File: config.mk
export PLATFORM = sky130hd
export DESIGN_NAME = life_gen_ctrl
export DESIGN_NICKNAME = d
export VERILOG_FILES = /design/src/rtl/life_gen_ctrl.sv
export SDC_FILE = /design/constraint.sdc
export NUM_CORES = 1
export LEC_CHECK = 0
export ABC_AREA = 1
export BUFFER_PORTS_ARGS = -buffer_cell sky130_fd_sc_hd__buf_2
export CORE_MARGIN = 3
export CORE_UTILIZATION = 40
export DETAILED_ROUTE_END_ITERATION = 12
export REMOVE_ABC_BUFFERS = 1
export SYNTH_ARGS = -nofsm -noshare
export SYNTH_HDL_FRONTEND = slang
export SYNTH_SLANG_ARGS = --single-unit
File: constraint.sdc
create_clock -name clk -period 5.3 [get_ports clk]
set_input_delay 0.265 -clock clk [delete_from_list [all_inputs] [get_ports clk]]
set_output_delay 0.265 -clock clk [all_outputs]
set_load 0.005 [all_outputs]
File: src/rtl/life_gen_ctrl.sv
// -----------------------------------------------------------------------------
// life_gen_ctrl
//
// Computes one Conway's Life generation over a grid held in a ping-pong pair
// of single-cycle-latency BRAMs. Each BRAM word is one grid row, one bit per
// cell. On start, every row of the front bank is streamed through a three-row
// window (top/mid/bot). The life rule is applied with toroidal wrap, and each
// result row is written to the back bank. The banks swap when the generation
// is complete. External muxing steers the BRAM ports by front_bank.
//
// Parameters
//   WIDTH      cells per row (BRAM data width), >= 3
//   HEIGHT     rows in the grid (BRAM depth), 3 .. 2**ADDR_WIDTH
//   ADDR_WIDTH BRAM address width
//
// Ports
//   clk        rising-edge clock
//   resetn     asynchronous active-low reset
//   start      request one generation (sampled only while idle)
//   busy       high whenever the sequencer is not idle
//   done       one-cycle pulse when the generation is complete
//   front_bank bank holding the current generation (reads), writes go to ~front_bank
//   rd_en      read strobe to the front bank
//   rd_addr    read row address
//   rd_data    front-bank read data, valid the cycle after rd_en
//   wr_en      write strobe to the back bank
//   wr_addr    write row address
//   wr_data    next-generation row
// -----------------------------------------------------------------------------
module life_gen_ctrl #(
  parameter int WIDTH      = 8,
  parameter int HEIGHT     = 200,
  parameter int ADDR_WIDTH = 8
) (
  input  logic                  clk,
  input  logic                  resetn,
  input  logic                  start,
  output logic                  busy,
  output logic                  done,
  output logic                  front_bank,
  output logic                  rd_en,
  output logic [ADDR_WIDTH-1:0] rd_addr,
  input  logic [WIDTH-1:0]      rd_data,
  output logic                  wr_en,
  output logic [ADDR_WIDTH-1:0] wr_addr,
  output logic [WIDTH-1:0]      wr_data
);

  localparam logic [ADDR_WIDTH-1:0] LAST_ROW = ADDR_WIDTH'(HEIGHT - 1);

  typedef enum logic [2:0] {
    S_IDLE,
    S_FETCH,
    S_LATCH,
    S_WRITE,
    S_DONE
  } state_t;

  state_t                  state_reg, state_next;
  logic [ADDR_WIDTH-1:0]   row_reg, row_next;
  logic [1:0]              prime_reg, prime_next;
  logic [WIDTH-1:0]        top_reg, top_next;
  logic [WIDTH-1:0]        mid_reg, mid_next;
  logic [WIDTH-1:0]        bot_reg, bot_next;
  logic                    front_bank_reg, front_bank_next;

  logic [ADDR_WIDTH-1:0]   row_inc;
  logic [ADDR_WIDTH-1:0]   fetch_addr;
  logic [WIDTH-1:0]        rule_row;

  // ---------------------------------------------------------------------------
  // Life rule, one column per generate iteration. Columns wrap at both edges.
  // The neighbour count is 4 bits so a full 8-neighbour count is never lost.
  // ---------------------------------------------------------------------------
  generate
    for (genvar gi = 0; gi < WIDTH; gi++) begin : g_cell
      localparam int CL = (gi + WIDTH - 1) % WIDTH;
      localparam int CR = (gi + 1) % WIDTH;
      logic [3:0] count;

      assign count = 4'(top_reg[CL]) + 4'(top_reg[gi]) + 4'(top_reg[CR]) +
                     4'(mid_reg[CL])                   + 4'(mid_reg[CR]) +
                     4'(bot_reg[CL]) + 4'(bot_reg[gi]) + 4'(bot_reg[CR]);

      assign rule_row[gi] = (count == 4'd3) || (mid_reg[gi] && (count == 4'd2));
    end
  endgenerate

  // ---------------------------------------------------------------------------
  // Read address. Priming reads the row above row 0 (HEIGHT-1), then row 0.
  // After that, each fetch brings in the row below the row about to be
  // written. row_reg has already been advanced by WRITE, so that row is
  // row_reg+1, wrapping so the final fetch re-reads row 0.
  // ---------------------------------------------------------------------------
  assign row_inc = (row_reg == LAST_ROW) ? '0 : row_reg + ADDR_WIDTH'(1);

  always_comb begin
    fetch_addr = row_inc;
    case (prime_reg)
      2'd0:    fetch_addr = LAST_ROW;
      2'd1:    fetch_addr = '0;
      default: fetch_addr = row_inc;
    endcase
  end

  // ---------------------------------------------------------------------------
  // State and datapath registers
  // ---------------------------------------------------------------------------
  always_ff @(posedge clk or negedge resetn) begin
    if (!resetn) begin
      state_reg      <= S_IDLE;
      row_reg        <= '0;
      prime_reg      <= '0;
      top_reg        <= '0;
      mid_reg        <= '0;
      bot_reg        <= '0;
      front_bank_reg <= 1'b0;
    end else begin
      state_reg      <= state_next;
      row_reg        <= row_next;
      prime_reg      <= prime_next;
      top_reg        <= top_next;
      mid_reg        <= mid_next;
      bot_reg        <= bot_next;
      front_bank_reg <= front_bank_next;
    end
  end

  // ---------------------------------------------------------------------------
  // Next-state and output decode
  // ---------------------------------------------------------------------------
  always_comb begin
    state_next      = state_reg;
    row_next        = row_reg;
    prime_next      = prime_reg;
    top_next        = top_reg;
    mid_next        = mid_reg;
    bot_next        = bot_reg;
    front_bank_next = front_bank_reg;

    busy    = (state_reg != S_IDLE);
    done    = 1'b0;
    rd_en   = 1'b0;
    rd_addr = '0;
    wr_en   = 1'b0;
    wr_addr = '0;
    wr_data = '0;

    case (state_reg)
      S_IDLE: begin
        if (start) begin
          row_next   = '0;
          prime_next = '0;
          state_next = S_FETCH;
        end
      end

      S_FETCH: begin
        rd_en      = 1'b1;
        rd_addr    = fetch_addr;
        state_next = S_LATCH;
      end

      S_LATCH: begin
        top_next = mid_reg;
        mid_next = bot_reg;
        bot_next = rd_data;
        // The first two latches only fill the window; the third completes it.
        if (prime_reg < 2'd2) begin
          prime_next = prime_reg + 2'd1;
          state_next = S_FETCH;
        end else begin
          state_next = S_WRITE;
        end
      end

      S_WRITE: begin
        wr_en   = 1'b1;
        wr_addr = row_reg;
        wr_data = rule_row;
        if (row_reg == LAST_ROW) begin
          state_next = S_DONE;
        end else begin
          row_next   = row_reg + ADDR_WIDTH'(1);
          state_next = S_FETCH;
        end
      end

      S_DONE: begin
        done            = 1'b1;
        front_bank_next = ~front_bank_reg;
        state_next      = S_IDLE;
      end

      default: begin
        state_next = S_IDLE;
      end
    endcase
  end

  assign front_bank = front_bank_reg;

endmodule

==> results of run 1 <==
==> per-layer routing <==
layer  share of wire [%]  up-vias  GRT usage, %
met5                   0        -             0
met3                 3.1        4          2.76
met1                  50     1127          22.6
li1                    -     1228             -
met2                  46       26          22.6
met4                0.60        0          3.13
==> cell families (layout without fill, tap and decap cells) <==
| logic type | Yosys count | after routing | share of synthesized area [%] |
|---|---|---|---|
| flops | 38 | 38 | 29.8 |
| compound gates | 54 | 54 | 9.78 |
| simple gates | 135 | 135 | 18.1 |
| fa+ha+maj | 59 | 59 | 30.7 |
| buf+inv | 83 | 122 | 10.5 |
| xor+xnor | 4 | 4 | 1.10 |
==> through the flow <==
stage	cells	setup WS [ns]
5_1_grt	511	1.41
3_5_place_dp	504	1.89
2_1_floorplan	365	2.19
6_report	511	1.64
4_1_cts	511	1.56
3_3_place_gp	504	1.92
==> cell usage in the layout (no fill, tap or decap), types with 2 or more instances in the layout <==
master    Yosys  layout
nand2_1      75      75
inv_1        72      72
buf_2         4      39
nor2_1       38      38
dfrtp_1      38      38
o21ai_0      34      34
fa_1         32      32
ha_1         27      27
nand3_1      13      13
a21oi_1       6       6
a211oi_1      6       6
o21a_1        6       6
clkbuf_8      0       5
xor2_1        4       4
nand4_1       2       2
clkbuf_1      2       2
==> layout make-up <==
cell class                 count  area, sq um
multi-input combinational    252         1900
clock buffer                   7         76.3
tap                           99          124
inverter                      75          284
sequential                    38          951
fill                         729         3950
timing repair buffer          40          203
==> cell usage after synthesis, drive strengths merged <==
cell type	count
clkbuf	2
buf	6
nand2	76
xor2	4
o21ai	36
dfrtp	38
nor3b	2
nor2	38
ha	27
a21oi	6
fa	32
a211oi	6
inv	74
o21a	6
clkinv	1
nand4	2
nor3	2
nand3	15
==> worst max-delay path, delay by kind of cell, from the launching register on <==
kind                     cells  cell delay (ns)
AO/OA/AOI/OAI                1             0.07
flip-flops                   1             0.36
buffers and inverters        3             0.37
adder cells (fa/ha/maj)      5             2.11
AND/OR/NAND/NOR              1             0.22
==> path summary, 6_finish.rpt <==
path                         startpoint    endpoint  depth (start not counted)
min in group clk             rd_data[3]  bot_reg[3]                          3
min                              resetn  row_reg[2]                          1
max reg2reg                state_reg[2]  row_reg[1]                          8
min reg2reg                  front_bank  front_bank                          1
max                          top_reg[1]  wr_data[0]                         10
max in group asynchronous        resetn  top_reg[4]                          1
==> impl_metrics.env, run 1 <==
export IMPL_status="complete, no violations"
export IMPL_portBuffers=39
export IMPL_path_class="register to output pin"
export IMPL_worst_ep_arrival_time_ns=3.40
export IMPL_ctsHoldBuffers=0
export IMPL_netlist_top_cells_area="dfrtp_1, fa_1, ha_1"
export IMPL_syn_cell_area_sq_um=3190
export IMPL_cts_resized=0
export IMPL_antenna_cells=0
export IMPL_dieArea_sq_um=9070
export IMPL_path_cells="inv_1 -> fa_1 -> fa_1 -> fa_1 -> inv_1 -> ha_1 -> fa_1 -> o21ai_0 -> nor3b_1 -> buf_2"
export IMPL_cts_setup_buffers=0
export IMPL_grt_setup_unrepaired="no"
export IMPL_fin_setup_tns_ns=0
export IMPL_drive_gt1_share_pct=12.9
export IMPL_grt_use_total_pct=15.0
export IMPL_viasPerCell=4.67
export IMPL_fin_area_sq_um=3540
export IMPL_maxSlewHeadroom_pct=41.6
export IMPL_drt_pass1_iterations=4
export IMPL_ys_warn_count=0
export IMPL_worstPathMaxFanout=4
export IMPL_cpMaxStageDelayCell="fa_1"
export IMPL_drc_errors=0
export IMPL_yosysTopAreaCell="dfrtp_1"
export IMPL_hp_class="primary input to asynchronous set/reset pin"
export IMPL_crit_path_start_kind="register"
export IMPL_drt_initial_drc_count=106
export IMPL_synth_seq_cells=38
export IMPL_place_congestion=0.837
export IMPL_antenna_left=0
export IMPL_post_route_min_period_ns=3.66
export IMPL_setup_viol=0
export IMPL_worst_pin_slew_ns=0.876
export IMPL_critical_path_endpoint_type="output pin"
export IMPL_num_vias=2385
export IMPL_max_freq_mhz=273
export IMPL_syn_area_per_cell_sq_um=8.54
export IMPL_htreeDepth=2
export IMPL_r2r_slack_ns=3.57
export IMPL_slowest_delay_ns=0.49
export IMPL_clock_latency_ns=0.28
export IMPL_cts_tree="done"
export IMPL_core_area_sq_um=7490
export IMPL_cts_max_path_buffers=2
export IMPL_cts_root_buf="clkbuf_8"
export IMPL_fin_util_pct=47.3
export IMPL_hold_viol=0
export IMPL_crit_required_ns=5.04
export IMPL_synthDistinctLibCells=28
export IMPL_die_h_microns=95.3
export IMPL_numCtsBuffers=5
export IMPL_period_share_pct=69.1
export IMPL_skew_ns=0.00228
export IMPL_row_count=31
export IMPL_drt_total_wl_mm=6.02
export IMPL_grt_ovfl_total=0
export IMPL_nets=482
export IMPL_antenna_found_initial=0
export IMPL_post_drt_wl_per_cell_microns=11.8
export IMPL_clk_pin_slew_ns=0.07
export IMPL_drv_cap=0
export IMPL_place_area_sq_um=3460
export IMPL_die_x_microns=95.3
export IMPL_start_util_pct=42.6
export IMPL_synthCells=373
export IMPL_io_pins=40
export IMPL_syn_to_final_growth_pct=11.1
export IMPL_hold_slack_ns=0.0990
export IMPL_slew_viol_final=0
export IMPL_synth_top_cell_area_share_pct=29.8
export IMPL_crit_top_cell="fa_1"
export IMPL_grt_pass1_vias=2296
export IMPL_grt_pass1_wl_mm=10.9
export IMPL_dp_hpwl_mm=4.92
export IMPL_ys_seq_area_share_pct=29.8
export IMPL_cts_sinks=38
export IMPL_grt_max_degree=49
Power of run 1 is left out: the tool's default activity adds up to more than one toggle a clock period on the data nets, which glitch-free logic cannot reach.
==> inputs of run 2 (changes only) <==
Settings changed: ABC_AREA 1 to 0.
Clock period 5.3 ns to 3.5 ns, I/O delays scaled along.
==> run 2 against run 1 <==
Worst setup slack worse by 1.6 ns. Via count is 3.0% lower. Non-clock buffer count is 11 higher. Register-to-register slack worse by 2.2 ns. Routed wire length is 0.86% higher. Synthesized cell count is 13% lower. Cell area is 2.7% higher. Utilization is 1.5 points higher. Clock-buffer cell count is 1 lower. Clock skew is 0.0081 ns higher. Critical path depth is 1 lower. First-iteration DRC count is 42% lower. Critical path type unchanged.
==> impl_metrics.env, run 2 <==
export IMPL_timing_final_ws_setup_ns=0.0534
export IMPL_skew_ns=0.0104
export IMPL_cts_tree="done"
export IMPL_post_route_min_period_ns=3.45
export IMPL_synth_commonest_cells="inv_1, dfrtp_1, fa_1"
export IMPL_drive_gt1_share_pct=24.4
export IMPL_fin_area_sq_um=3640
export IMPL_fin_util_pct=48.8
export IMPL_max_freq_mhz=290
export IMPL_worst_pin_slew_ns=0.893
export IMPL_clock_latency_ns=0.29
export IMPL_synthCells=326
export IMPL_synth_seq_cells=38
export IMPL_antenna_cells=0
export IMPL_met3_usage_pct=2.63
export IMPL_grt_pass1_wl_mm=10.8
export IMPL_use_met2_pct=24.7
export IMPL_leakagePower_nw=1.78
export IMPL_critical_path_endpoint_type="output pin"
export IMPL_peakVddDrop_v=0.000147
export IMPL_status="complete, no violations"
export IMPL_grt_max_degree=39
export IMPL_ys_seq_area_share_pct=30.3
export IMPL_synthDistinctLibCells=41
export IMPL_num_vias=2313
export IMPL_r2r_slack_ns=1.41
export IMPL_crit_path_start_kind="register"
export IMPL_grt_use_total_pct=15.0
export IMPL_post_drt_wl_per_cell_microns=12.9
export IMPL_place_congestion=0.827
export IMPL_synth_top_flop_cell="dfrtp_1"
export IMPL_core_area_sq_um=7450
export IMPL_yosysMostFrequentCell="inv_1"
export IMPL_setup_viol=0
export IMPL_die_x_microns=94.6
export IMPL_htreeDepth=2
export IMPL_dp_hpwl_mm=4.78
export IMPL_r2r_end="row_reg[3]"
export IMPL_grt_pass1_vias=2345
export IMPL_place_area_sq_um=3410
export IMPL_maxSlewHeadroom_pct=40.5
export IMPL_r2r_start="state_reg[1]"
export IMPL_r2r_cells=5
export IMPL_drt_pass1_iterations=4
export IMPL_mostFrequentLayoutCells="inv_1, buf_2, dfrtp_1"
export IMPL_drc_errors=0
export IMPL_drt_total_wl_mm=6.07
export IMPL_hold_slack_ns=0.0124
export IMPL_syn_to_final_growth_pct=15.7
export IMPL_die_h_microns=94.6
export IMPL_antenna_left=0
export IMPL_dieArea_sq_um=8950
export IMPL_antenna_found_initial=0
export IMPL_hold_viol=0
export IMPL_cts_sinks=38
export IMPL_drt_initial_drc_count=62
export IMPL_path_class="register to output pin"
export IMPL_async_flop_share_pct=100
export IMPL_synth_top_cell_area_share_pct=30.3
export IMPL_portBuffers=39
export IMPL_syn_cell_area_sq_um=3140
export IMPL_io_pins=40
export IMPL_use_met1_pct=20.5
export IMPL_start_util_pct=42.2
export IMPL_clk_pin_slew_ns=0.08
export IMPL_final_common_cell="inv_1"
export IMPL_yosysTopAreaCell="dfrtp_1"
export IMPL_syn_area_per_cell_sq_um=9.64
export IMPL_cts_max_path_buffers=2
export IMPL_worstPathMaxFanout=3
export IMPL_drv_cap=0
export IMPL_p_per_area_nw_per_um2=325
export IMPL_nets=442
export IMPL_slew_viol_final=0
export IMPL_viasPerCell=4.90
export IMPL_cts_root_buf="clkbuf_8"
export IMPL_crit_required_ns=3.32
export IMPL_synth_edf_count=0
export IMPL_numCtsBuffers=5
export IMPL_worst_ep_arrival_time_ns=3.27
export IMPL_grt_ovfl_total=0
export IMPL_grt_busiest_layer="met2"
export IMPL_grt_setup_unrepaired="yes"
export IMPL_ys_warn_count=0
export IMPL_row_count=31
export IMPL_dp_slack_ns=0.271
export IMPL_hp_class="primary input to asynchronous set/reset pin"
export IMPL_period_share_pct=98.5
export IMPL_netlist_top_cells_area="dfrtp_1, fa_1, ha_1"
-- run 2: cell types whose count changed in the layout (fill, tap and decap cells not counted), moves of 11 or more --
cell and delta:
inv_2 +13, nor2_1 -27, buf_4 +11, nand2_1 -46
inv_1 -28
-- run 2: logic make-up (layout without fill, tap and decap cells) --
| logic type | Yosys count | in the layout | synth area share, % |
|---|---|---|---|
| AOI/OAI and AO/OA | 71 | 71 | 14.7 |
| muxes | 1 | 1 | 0.358 |
| xor gates and xnor gates | 6 | 6 | 1.67 |
| and+or+nand+nor | 80 | 80 | 12.9 |
| adders and majority gates | 59 | 59 | 31.1 |
| buffers and inverters | 71 | 118 | 9.00 |
| DFF | 38 | 38 | 30.3 |
-- run 2: stage by stage --
stage / std cells / power [mW] / setup TNS (ns)
4_1_cts: 462 / 1.17 / 0
6_report: 472 / 1.18 / 0
2_1_floorplan: 314 / 0.749 / 0
3_5_place_dp: 454 / 0.838 / 0
5_1_grt: 472 / 1.30 / -0.537
3_3_place_gp: 454 / 0.826 / 0
-- run 2: critical path, stage by stage (launching register included) --
cell      delay, ns
dfrtp_1        0.37
inv_2          0.07
fa_1           0.55
fa_1           0.45
fa_1           0.50
inv_1          0.05
ha_2           0.18
fa_2           0.51
o2111a_1       0.19
buf_2          0.12
-- run 2: final cells by class --
| type | count | area (sq um) |
|---|---|---|
| timing repair buffer | 51 | 285 |
| tap | 99 | 124 |
| sequential | 38 | 951 |
| multi-input combinational | 217 | 1960 |
| clock buffer | 6 | 82.6 |
| inverter | 59 | 221 |
| clock inverter | 2 | 12.5 |
| fill | 737 | 3810 |
-- run 2: how the worst max path moves through the flow --
stage	startpoint	slack [ns]	cells past startpoint	to
final	top_reg[5]	0.05	9	wr_data[6]
after global routing	top_reg[0]	-0.12	11	wr_data[1]
after CTS	mid_reg[1]	0.003	11	wr_data[0]
after detailed placement	top_reg[3]	0.27	10	wr_data[3]
after global placement	top_reg[3]	0.29	10	wr_data[3]
after floorplan	top_reg[0]	0.52	9	wr_data[7]
-- run 2: repair_timing --
action,4_1_cts,5_1_grt
buffers inserted,0,10
cloned,0,0
pin swaps,0,6
hold endpoints to repair,0,0
hold buffers,0,0
endpoints found under the setup margin,8,8
gates resized for setup,14,19
-- run 2: metal layers --
metal  part of all wire [%]  vias to the layer above
li1                       -                     1162
met1                     47                     1103
met2                     48                       44
met3                    4.1                        4
met4                   0.48                        0
met5                      0                        -
-- run 2: power breakdown --
group	internal, mW	switching, mW	leakage [nW]
Combinational	0.183	0.219	1.31
Sequential	0.453	0.00975	0.424
Clock	0.158	0.159	0.0472
Total	0.794	0.388	1.78
Note: power is estimated with default switching activity, not from simulation.
==> inputs of run 3 (changes only) <==
Settings changed: CELL_PAD_IN_SITES_DETAIL_PLACEMENT set to 0, CELL_PAD_IN_SITES_GLOBAL_PLACEMENT set to 1, PLACE_DENSITY_LB_ADDON set to 0.1.
Clock period 3.5 ns to 3.3 ns, I/O delays scaled along.
==> run 3 against run 2 <==
The flow now finishes with violations (hold timing, setup timing). Global-route usage up 0.40 points. Final cell count up 0.64%. Sequential power is 6.0% higher. Combinational power rose by 4%. Sequential share of layout area hardly changed. Clock power is 6.9% higher. Non-clock buffer count rose by 3. Routed wire length rose by 5.2%. Via count grew 1.9%. Clock skew shrank 0.0026 ns. Critical path depth stayed put. Clock-buffer cell count increased by 1. Largest power group unchanged.
==> impl_metrics.env, run 3 (synthesis results as in run 2) <==
export IMPL_crit_required_ns=3.13
export IMPL_clk_pin_slew_ns=0.08
export IMPL_leakagePower_nw=1.80
export IMPL_maxSlewHeadroom_pct=39.9
export IMPL_r2r_cells=5
export IMPL_place_congestion=0.776
export IMPL_cts_max_path_buffers=2
export IMPL_post_route_min_period_ns=3.45
export IMPL_viasPerCell=4.96
export IMPL_r2r_slack_ns=1.31
export IMPL_ctsHoldBuffers=0
export IMPL_syn_to_final_growth_pct=15.6
export IMPL_numCtsBuffers=5
export IMPL_cts_sinks=38
export IMPL_drv_cap=0
export IMPL_grt_setup_unrepaired="yes"
export IMPL_nets=445
export IMPL_drive_gt1_share_pct=23.7
export IMPL_drt_initial_drc_count=57
export IMPL_cts_root_buf="clkbuf_8"
export IMPL_violations="hold timing, setup timing"
export IMPL_mostFrequentLayoutCells="inv_1, buf_2, dfrtp_1"
export IMPL_peakVddDrop_v=0.000201
export IMPL_final_common_cell="inv_1"
export IMPL_crit_path_start_kind="register"
export IMPL_timing_final_ws_setup_ns=-0.150
export IMPL_grt_use_total_pct=15.4
export IMPL_worst_ep_arrival_time_ns=3.28
export IMPL_hp_class="primary input to asynchronous set/reset pin"
export IMPL_hold_viol=4
export IMPL_dp_slack_ns=0.0800
export IMPL_drc_errors=0
export IMPL_dp_hpwl_mm=5.01
export IMPL_dr_wl_met2_mm=3.16
export IMPL_r2r_start="row_reg[0]"
export IMPL_routed_top_layer="met4"
export IMPL_drt_pass1_iterations=4
export IMPL_antenna_found_initial=0
export IMPL_cts_tree="done"
export IMPL_die_h_microns=94.6
export IMPL_core_area_sq_um=7450
export IMPL_r2r_end="row_reg[3]"
export IMPL_fin_util_pct=48.8
export IMPL_worstPathMaxFanout=3
export IMPL_worst_pin_slew_ns=0.891
export IMPL_route_met3_wl_microns=218
export IMPL_row_count=31
export IMPL_grt_ovfl_total=0
export IMPL_path_class="register to output pin"
export IMPL_clock_latency_ns=0.30
export IMPL_antenna_cells=0
export IMPL_hold_slack_ns=-0.00336
export IMPL_htreeDepth=2
export IMPL_skew_ns=0.00786
export IMPL_max_freq_mhz=290
export IMPL_setup_viol=8
export IMPL_slew_viol_final=0
export IMPL_dieArea_sq_um=8950
export IMPL_grt_pass1_vias=2352
export IMPL_start_util_pct=42.2
export IMPL_io_pins=40
export IMPL_p_per_area_nw_per_um2=344
export IMPL_period_share_pct=105
export IMPL_portBuffers=39
export IMPL_grt_pass1_wl_mm=10.8
export IMPL_status="finished with violations"
export IMPL_drt_total_wl_mm=6.39
export IMPL_die_x_microns=94.6
export IMPL_num_vias=2358
export IMPL_wl_met1_mm=2.89
export IMPL_post_drt_wl_per_cell_microns=13.5
export IMPL_grt_max_degree=39
export IMPL_critical_path_endpoint_type="output pin"
export IMPL_antenna_left=0
-- run 3: changes by cell type in the layout (fill, tap and decap cells not counted), sizes merged --
cell	change
clkinvlp	-1
buf	+3
clkbuf	+1
-- run 3: metrics by stage --
stage | cell area (sq um) | total power [mW] | instances | hold WS (ns) | TNS, ns
finish | 3630 | 1.25 | 475 | -0.00336 | -0.969
global route | 3630 | 1.36 | 475 | 0.0562 | -2.09
CTS | 3580 | 1.26 | 471 | 0.0293 | -1.14
detailed placement | 3420 | 0.897 | 455 | 0.350 | 0
global placement | 3420 | 0.883 | 455 | 0.344 | 0
floorplan | 3080 | 0.795 | 314 | -0.131 | 0
-- run 3: critical path, stage by stage, from the launching register on --
cell and delay [ns]:
dfrtp_1 0.39, inv_2 0.10, fa_1 0.46, fa_1 0.52, fa_1 0.49, inv_1 0.04
ha_1 0.20, fa_2 0.52, o2111a_1 0.15, buf_2 0.11
-- run 3: worst max path at each step --
stage / startpoint / end / slack [ns] / cells past startpoint
final: mid_reg[0] / wr_data[7] / -0.15 / 9
after global routing: top_reg[0] / wr_data[0] / -0.30 / 11
after detailed placement: top_reg[1] / wr_data[1] / 0.08 / 10
after floorplan: top_reg[0] / wr_data[7] / 0.33 / 9
after CTS: top_reg[1] / wr_data[0] / -0.17 / 11
after global placement: top_reg[1] / wr_data[1] / 0.06 / 11
-- run 3: report_power, final --
part | internal, mW | leakage [nW] | switching (mW)
registers | 0.480 | 0.424 | 0.0111
clock network | 0.169 | 0.0482 | 0.170
logic | 0.191 | 1.33 | 0.227
-- run 3: final cells by class --
class | count | area, sq um
clock buffers | 7 | 86.3
well taps | 99 | 124
fillers | 759 | 3810
inverters | 59 | 226
flip-flops and latches | 38 | 951
multi-input cells | 217 | 1930
repair buffers | 54 | 308
clock inverters | 1 | 5.00
-- run 3: what timing repair did --
action	CTS	global route
gates resized for setup	22	7
endpoints found under the setup margin	8	8
pin swaps	1	3
buffers inserted	8	4
-- run 3: routing by layer --
layer / up-vias / GRT usage [%]
li1: 1165 / -
met1: 1140 / 18.8
met2: 43 / 27.2
met3: 10 / 2.87
met4: 0 / 5.17
met5: - / 0
